===== config.mk =====
export PLATFORM = sky130hd
export DESIGN_NAME = laser_pulse_gen
export DESIGN_NICKNAME = d
export VERILOG_FILES = /design/src/rtl/laser_pkg.sv /design/src/rtl/laser_pulse_ch.sv /design/src/rtl/laser_pulse_gen.sv
export SDC_FILE = /design/constraint.sdc
export NUM_CORES = 1
export LEC_CHECK = 0
export ABC_AREA = 1
export BUFFER_PORTS_ARGS = -buffer_cell sky130_fd_sc_hd__buf_2
export CORE_MARGIN = 2
export CORE_UTILIZATION = 40
export DETAILED_ROUTE_END_ITERATION = 10
export GPL_ROUTABILITY_DRIVEN = 0
export PLACE_DENSITY = 0.62
export SYNTH_ARGS = -nofsm -noshare
export SYNTH_HDL_FRONTEND = slang
export SYNTH_SLANG_ARGS = --single-unit

===== constraint.sdc =====
create_clock -name clk -period 1.55 [get_ports clk]
set_clock_uncertainty 0.2 [all_clocks]
set_input_delay 0.155 -clock clk [delete_from_list [all_inputs] [get_ports clk]]
set_output_delay 0.155 -clock clk [all_outputs]
set_load 0.1 [all_outputs]

===== src/rtl/laser_pkg.sv =====
// Shared definitions for the multi-channel laser pulse generator.
//   - Channel FSM state encoding (IDLE / FIRE / COOL; 2'b11 is illegal).
//   - Default parameter values used by laser_pulse_gen and laser_pulse_ch.
package laser_pkg;

  localparam int DEFAULT_CHANNELS = 4;
  localparam int DEFAULT_CNT_W    = 8;

  typedef enum logic [1:0] {
    ST_IDLE = 2'b00,
    ST_FIRE = 2'b01,
    ST_COOL = 2'b10
  } state_e;

endpackage : laser_pkg


===== src/rtl/laser_pulse_ch.sv =====
// One laser channel: three-state FSM (IDLE/FIRE/COOL), a down-counter and
// Mealy output logic. The laser enable rises in the same cycle as the trigger.
//
// Ports:
//   clk          system clock, rising edge
//   rst_n        asynchronous active-low reset
//   b_i          trigger level for this channel
//   pulse_len_i  high cycles per pulse including the trigger cycle (0 = disabled)
//   cooldown_i   forced-low cycles after a pulse (0 = none)
//   retrig_i     trigger during FIRE restarts the length count
//   abort_i      synchronous kill, also masks outputs combinationally
//   x_o          laser enable
//   busy_o       state is not IDLE
//   missed_o     trigger seen during COOL (dropped)
module laser_pulse_ch
  import laser_pkg::*;
#(
  parameter int CNT_W = DEFAULT_CNT_W
) (
  input  logic             clk,
  input  logic             rst_n,
  input  logic             b_i,
  input  logic [CNT_W-1:0] pulse_len_i,
  input  logic [CNT_W-1:0] cooldown_i,
  input  logic             retrig_i,
  input  logic             abort_i,
  output logic             x_o,
  output logic             busy_o,
  output logic             missed_o
);

  localparam logic [CNT_W-1:0] CNT_ONE  = CNT_W'(1);
  localparam logic [CNT_W-1:0] CNT_ZERO = '0;

  state_e           state_q, state_d;
  logic [CNT_W-1:0] cnt_q, cnt_d;

  // Where a pulse goes once its high phase ends.
  state_e           exit_state;
  logic             len_ok;
  logic             len_multi;

  assign exit_state = (cooldown_i != CNT_ZERO) ? ST_COOL : ST_IDLE;
  assign len_ok     = (pulse_len_i != CNT_ZERO);
  assign len_multi  = (pulse_len_i > CNT_ONE);

  // State register.
  always_ff @(posedge clk or negedge rst_n) begin
    if (!rst_n) begin
      state_q <= ST_IDLE;
      cnt_q   <= CNT_ZERO;
    end else begin
      state_q <= state_d;
      cnt_q   <= cnt_d;
    end
  end

  // Next-state and counter logic. cnt holds the cycles remaining after the
  // current one, so a load of N-1 yields N cycles in total.
  always_comb begin
    state_d = state_q;
    cnt_d   = cnt_q;
    if (abort_i) begin
      state_d = ST_IDLE;
      cnt_d   = CNT_ZERO;
    end else begin
      case (state_q)
        ST_IDLE: begin
          if (b_i && len_ok) begin
            if (len_multi) begin
              state_d = ST_FIRE;
              cnt_d   = pulse_len_i - CNT_ONE;
            end else begin
              // Single-cycle pulse: the trigger cycle is the whole pulse.
              state_d = exit_state;
              cnt_d   = cooldown_i;
            end
          end
        end
        ST_FIRE: begin
          if (retrig_i && b_i) begin
            if (len_multi) begin
              cnt_d = pulse_len_i - CNT_ONE;
            end else begin
              state_d = exit_state;
              cnt_d   = cooldown_i;
            end
          end else if (cnt_q <= CNT_ONE) begin
            state_d = exit_state;
            cnt_d   = cooldown_i;
          end else begin
            cnt_d = cnt_q - CNT_ONE;
          end
        end
        ST_COOL: begin
          if (cnt_q <= CNT_ONE) begin
            state_d = ST_IDLE;
            cnt_d   = CNT_ZERO;
          end else begin
            cnt_d = cnt_q - CNT_ONE;
          end
        end
        default: begin
          state_d = ST_IDLE;
          cnt_d   = CNT_ZERO;
        end
      endcase
    end
  end

  // Mealy outputs, gated by reset so they drop the moment rst_n falls.
  always_comb begin
    x_o      = 1'b0;
    missed_o = 1'b0;
    busy_o   = rst_n && (state_q != ST_IDLE);
    if (rst_n && !abort_i) begin
      case (state_q)
        ST_IDLE: x_o      = b_i && len_ok;
        ST_FIRE: x_o      = 1'b1;
        ST_COOL: missed_o = b_i;
        default: x_o      = 1'b0;
      endcase
    end
  end

endmodule : laser_pulse_ch


===== src/rtl/laser_pulse_gen.sv =====
// Multi-channel laser pulse generator. Each bit of b drives an independent
// channel; pulse length, cooldown, retrigger mode and abort are shared.
//
// Ports:
//   clk        system clock, rising edge
//   rst_n      asynchronous active-low reset
//   b          per-channel trigger level
//   pulse_len  high cycles per pulse (0 disables triggering)
//   cooldown   low cycles after each pulse (0 = none)
//   retrig     trigger during FIRE restarts the length count
//   abort      synchronous kill of all channels
//   x          per-channel laser enable
//   busy       per-channel state is not IDLE
//   missed     per-channel trigger dropped during cooldown
module laser_pulse_gen
  import laser_pkg::*;
#(
  parameter int CHANNELS = DEFAULT_CHANNELS,
  parameter int CNT_W    = DEFAULT_CNT_W
) (
  input  logic                clk,
  input  logic                rst_n,
  input  logic [CHANNELS-1:0] b,
  input  logic [CNT_W-1:0]    pulse_len,
  input  logic [CNT_W-1:0]    cooldown,
  input  logic                retrig,
  input  logic                abort,
  output logic [CHANNELS-1:0] x,
  output logic [CHANNELS-1:0] busy,
  output logic [CHANNELS-1:0] missed
);

  generate
    for (genvar gi = 0; gi < CHANNELS; gi++) begin : g_ch
      laser_pulse_ch #(
        .CNT_W (CNT_W)
      ) u_ch (
        .clk         (clk),
        .rst_n       (rst_n),
        .b_i         (b[gi]),
        .pulse_len_i (pulse_len),
        .cooldown_i  (cooldown),
        .retrig_i    (retrig),
        .abort_i     (abort),
        .x_o         (x[gi]),
        .busy_o      (busy[gi]),
        .missed_o    (missed[gi])
      );
    end
  endgenerate

endmodule : laser_pulse_gen


==> results by group <==
Global route
  – Grt total ovfl: 0
  – Vias in the first global route: between 5000 and 6000
  – Initial antenna violation count: 0
  – Global-route wire length before repair: approximately 24 mm
  – Largest net degree at the start of global routing: 25
  – Global Route Usage Sum: 0.266

Synthesis
  – Post-synth net total: ~700
  – Mapped Cells: around 670
  – Post-synthesis sequential area ratio: 0.248
  – Share of the synthesized area in the top cell type: 0.248
  – Cell taking the most area after synthesis: dfrtp_1
  – Seq cells post-synth: 40
  – Post-Syn Area per Cell: 6.00 µm²
  – Synth unique cells: 37
  – Synthesized area: roughly 0.0040 mm²
  – Area contributors post-synth: dfrtp_1, nand2_1, nand3_1
  – Count of warnings emitted by yosys: 0

Clocking
  – Total CTS buffers: 5
  – Reg clk slew, reported paths: 0.10 ns
  – Clock Tree Root: clkbuf_8
  – CTS H-Tree Depth: 2
  – Clock Sinks: 40
  – Clock Latency Late Sink: around 0.30 ns
  – CTS tree: done
  – Max clock buf depth: 2

Timing
  – Final Hold Viols: 0
  – RSZ-0062 raised after global routing: true
  – Worst-Margin Slew: around 0.52 ns
  – F_max: roughly 550 MHz
  – Fin crit share: 1.17
  – Max-slew headroom: 0.650
  – Post-route setup slack: -0.258 ns
  – Final critical-path required period: 1.81 ns
  – Final setup violation count: 52
  – Max Slew Vio Count: 0
  – TNS Setup: -7.52 ns

Setup path
  – Crit path kind: reg2reg
  – Crit path largest cell delay: between 0.4 and 0.5 ns
  – Max FO, Critical Path: 5
  – Critical Path, Cell by Cell: inv_2 > ha_4 > inv_4 > nand2_4 > nand2_4 > nor2_4 > inv_2 > buf_4 > buf_4 > nand3_2 > o21ai_1
  – CP startpoint: g_ch[2].u_ch.cnt_q[0]
  – Crit path required time: roughly 1.6 ns
  – CP max stage cell: dfrtp_2
  – Critical Path Start Type: register
  – Setup crit end kind: register
  – Critical Path AT: approximately 1.8 ns
  – RR Startpoint: g_ch[2].u_ch.cnt_q[0]

Finish
  – N_diodes: 0
  – Layout area overhead: 64.2%
  – Share of cells above drive strength 1: 0.481
  – Commonest cells after routing, fill and taps aside: nand2_1, buf_4, nand3_1
  – Commonest non-fill, non-tap cell in the layout: nand2_1
  – Layout Nets: between 800 and 900
  – Final core occ: 0.677

Die
  – Top Ports: 36
  – Num rows: 36
  – Initial Util: 0.412
  – Die H: 104 µm
  – Core ar.: slightly below 0.01 mm²
  – DIE WIDTH: between 100 and 150 µm
  – Die area: between 0.01 and 0.015 mm²

Power and ir drop
  – Sw Ratio: 0.501
  – LEAKAGE: between 3 and 4 nW
  – Clock share of power: 0.065
  – Pwr per Cell Area: 2170 mW/mm²
  – Power Internal: a little over 7 mW
  – Combinational Power Share: 0.792
  – Switching pwr: 7.18 mW
  – Reg power frac: 0.142
  – Max VDD drop: between 0.001 and 0.0015 V

Placed design
  – Placed wire-length estimate: 10.6 mm
  – IO Port Bufs: 35

Routing
  – Via/cell ratio: 5.28
  – Final wirelength: around 15 mm
  – Antenna-violating nets left: 0
  – 1st-pass router iterations: 5
  – DR DRC count: 0
  – Total number of vias: around 5200
  – First-iteration detailed-routing DRC count: 400
  – Average wire per standard cell: between 15 and 20 µm

Run status
  – Outcome: finished with violations
  – Failing checks: setup timing

Hold path
  – Hold Crit Start: cooldown[2]
  – Worst min path class: in2reg

Flow run
  – Max cap viols: 0
worst max-delay path: cells and delay by family, from the launching register on:
kind	cells	cell delay (ns)
DFF	1	0.44
buffers and inverters	5	0.46
AOI/OAI and AO/OA	1	0.07
and+or+nand+nor	4	0.37
adders and majority gates	1	0.15
synth_stat cells, drive strengths merged:
master    n
a211oi    4
o211ai    1
nor4      2
o21ai    24
buf      20
or2      10
nand2   236
nor3b     3
nand4    12
nand3b    2
a21oi     5
o21bai    3
ha       11
and2      1
nor3      8
xor2      1
nand3   106
inv      69
xnor2     4
nor2    110
dfrtp    40
state kept, by name, indices dropped and copies added (netlist names):
name,count
g_ch.u_ch.state_q,8
g_ch.u_ch.cnt_q,32
logic make-up (layout without fill, tap and decap cells):
family,count (synthesis),in the layout,share of synthesized area
AOI/OAI and AO/OA,37,37,0.0518
xor gates and xnor gates,5,5,0.0109
adders and majority gates,11,11,0.0342
and+or+nand+nor,490,490,0.552
DFF,40,40,0.248
buffers and inverters,89,275,0.103
power by group through the flow:
stage | Combinational, mW | Sequential, mW | Clock [mW]
after global placement | 8.27 | 1.99 | 0
final | 11.4 | 2.04 | 0.939
after CTS | 9.75 | 2.02 | 0.938
after detailed placement | 8.40 | 2.00 | 0
after floorplan | 5.16 | 1.98 | 0
after global routing | 12.3 | 2.09 | 0.980
final timing paths:
check / endpoint / depth (start not counted) / slack [ns]
setup reg to reg: g_ch[2].u_ch.state_q[1] / 11 / -0.26
setup / recovery: g_ch[2].u_ch.state_q[1] / 11 / -0.26
max in group asynchronous: g_ch[3].u_ch.cnt_q[0] / 4 / 0.62
hold / removal: g_ch[0].u_ch.cnt_q[2] / 5 / 0.09
hold reg to reg: g_ch[3].u_ch.cnt_q[0] / 2 / 0.34
min in group asynchronous: g_ch[0].u_ch.state_q[1] / 4 / 0.29
timing repair:
action                     in CTS  in global routing
hold endpoints to repair       40                  0
setup endpoints to repair      52                 52
gates cloned                    0                  0
pin swaps                      44                 57
hold buffers                    3                  0
gates resized for setup       102                100
setup buffers                  23                 17
per-stage QoR:
stage / hold WS, ns / worst slack (ns) / area [µm²] / total power [mW] / std cells
global route: 0.0865 / -0.345 / 6620 / 15.4 / 991
finish: 0.0881 / -0.258 / 6620 / 14.3 / 991
detailed placement: 0.0282 / -0.350 / 5460 / 10.4 / 943
global placement: 0.0202 / -0.327 / 5460 / 10.3 / 943
CTS: 0.0851 / -0.197 / 6140 / 12.7 / 977
floorplan: -0.341 / -0.116 / 4170 / 7.14 / 672
per-layer routing:
layer | part of all wire | vias to the layer above | global-route usage
met2 | 0.48 | 228 | 0.456
met3 | 0.061 | 54 | 0.0395
li1 | - | 2522 | -
met1 | 0.41 | 2432 | 0.339
met5 | 0 | - | 0
met4 | 0.044 | 0 | 0.0965
cell type report:
| type | count | area (µm²) |
|---|---|---|
| repair buffers | 198 | 1700 |
| flip-flops and latches | 40 | 1010 |
| fillers | 814 | 3160 |
| inverters | 69 | 273 |
| clock inverters | 3 | 46.3 |
| multi-input cells | 543 | 3360 |
| clock buffers | 5 | 68.8 |
| well taps | 133 | 166 |
Note: power is estimated with default switching activity, not from simulation.
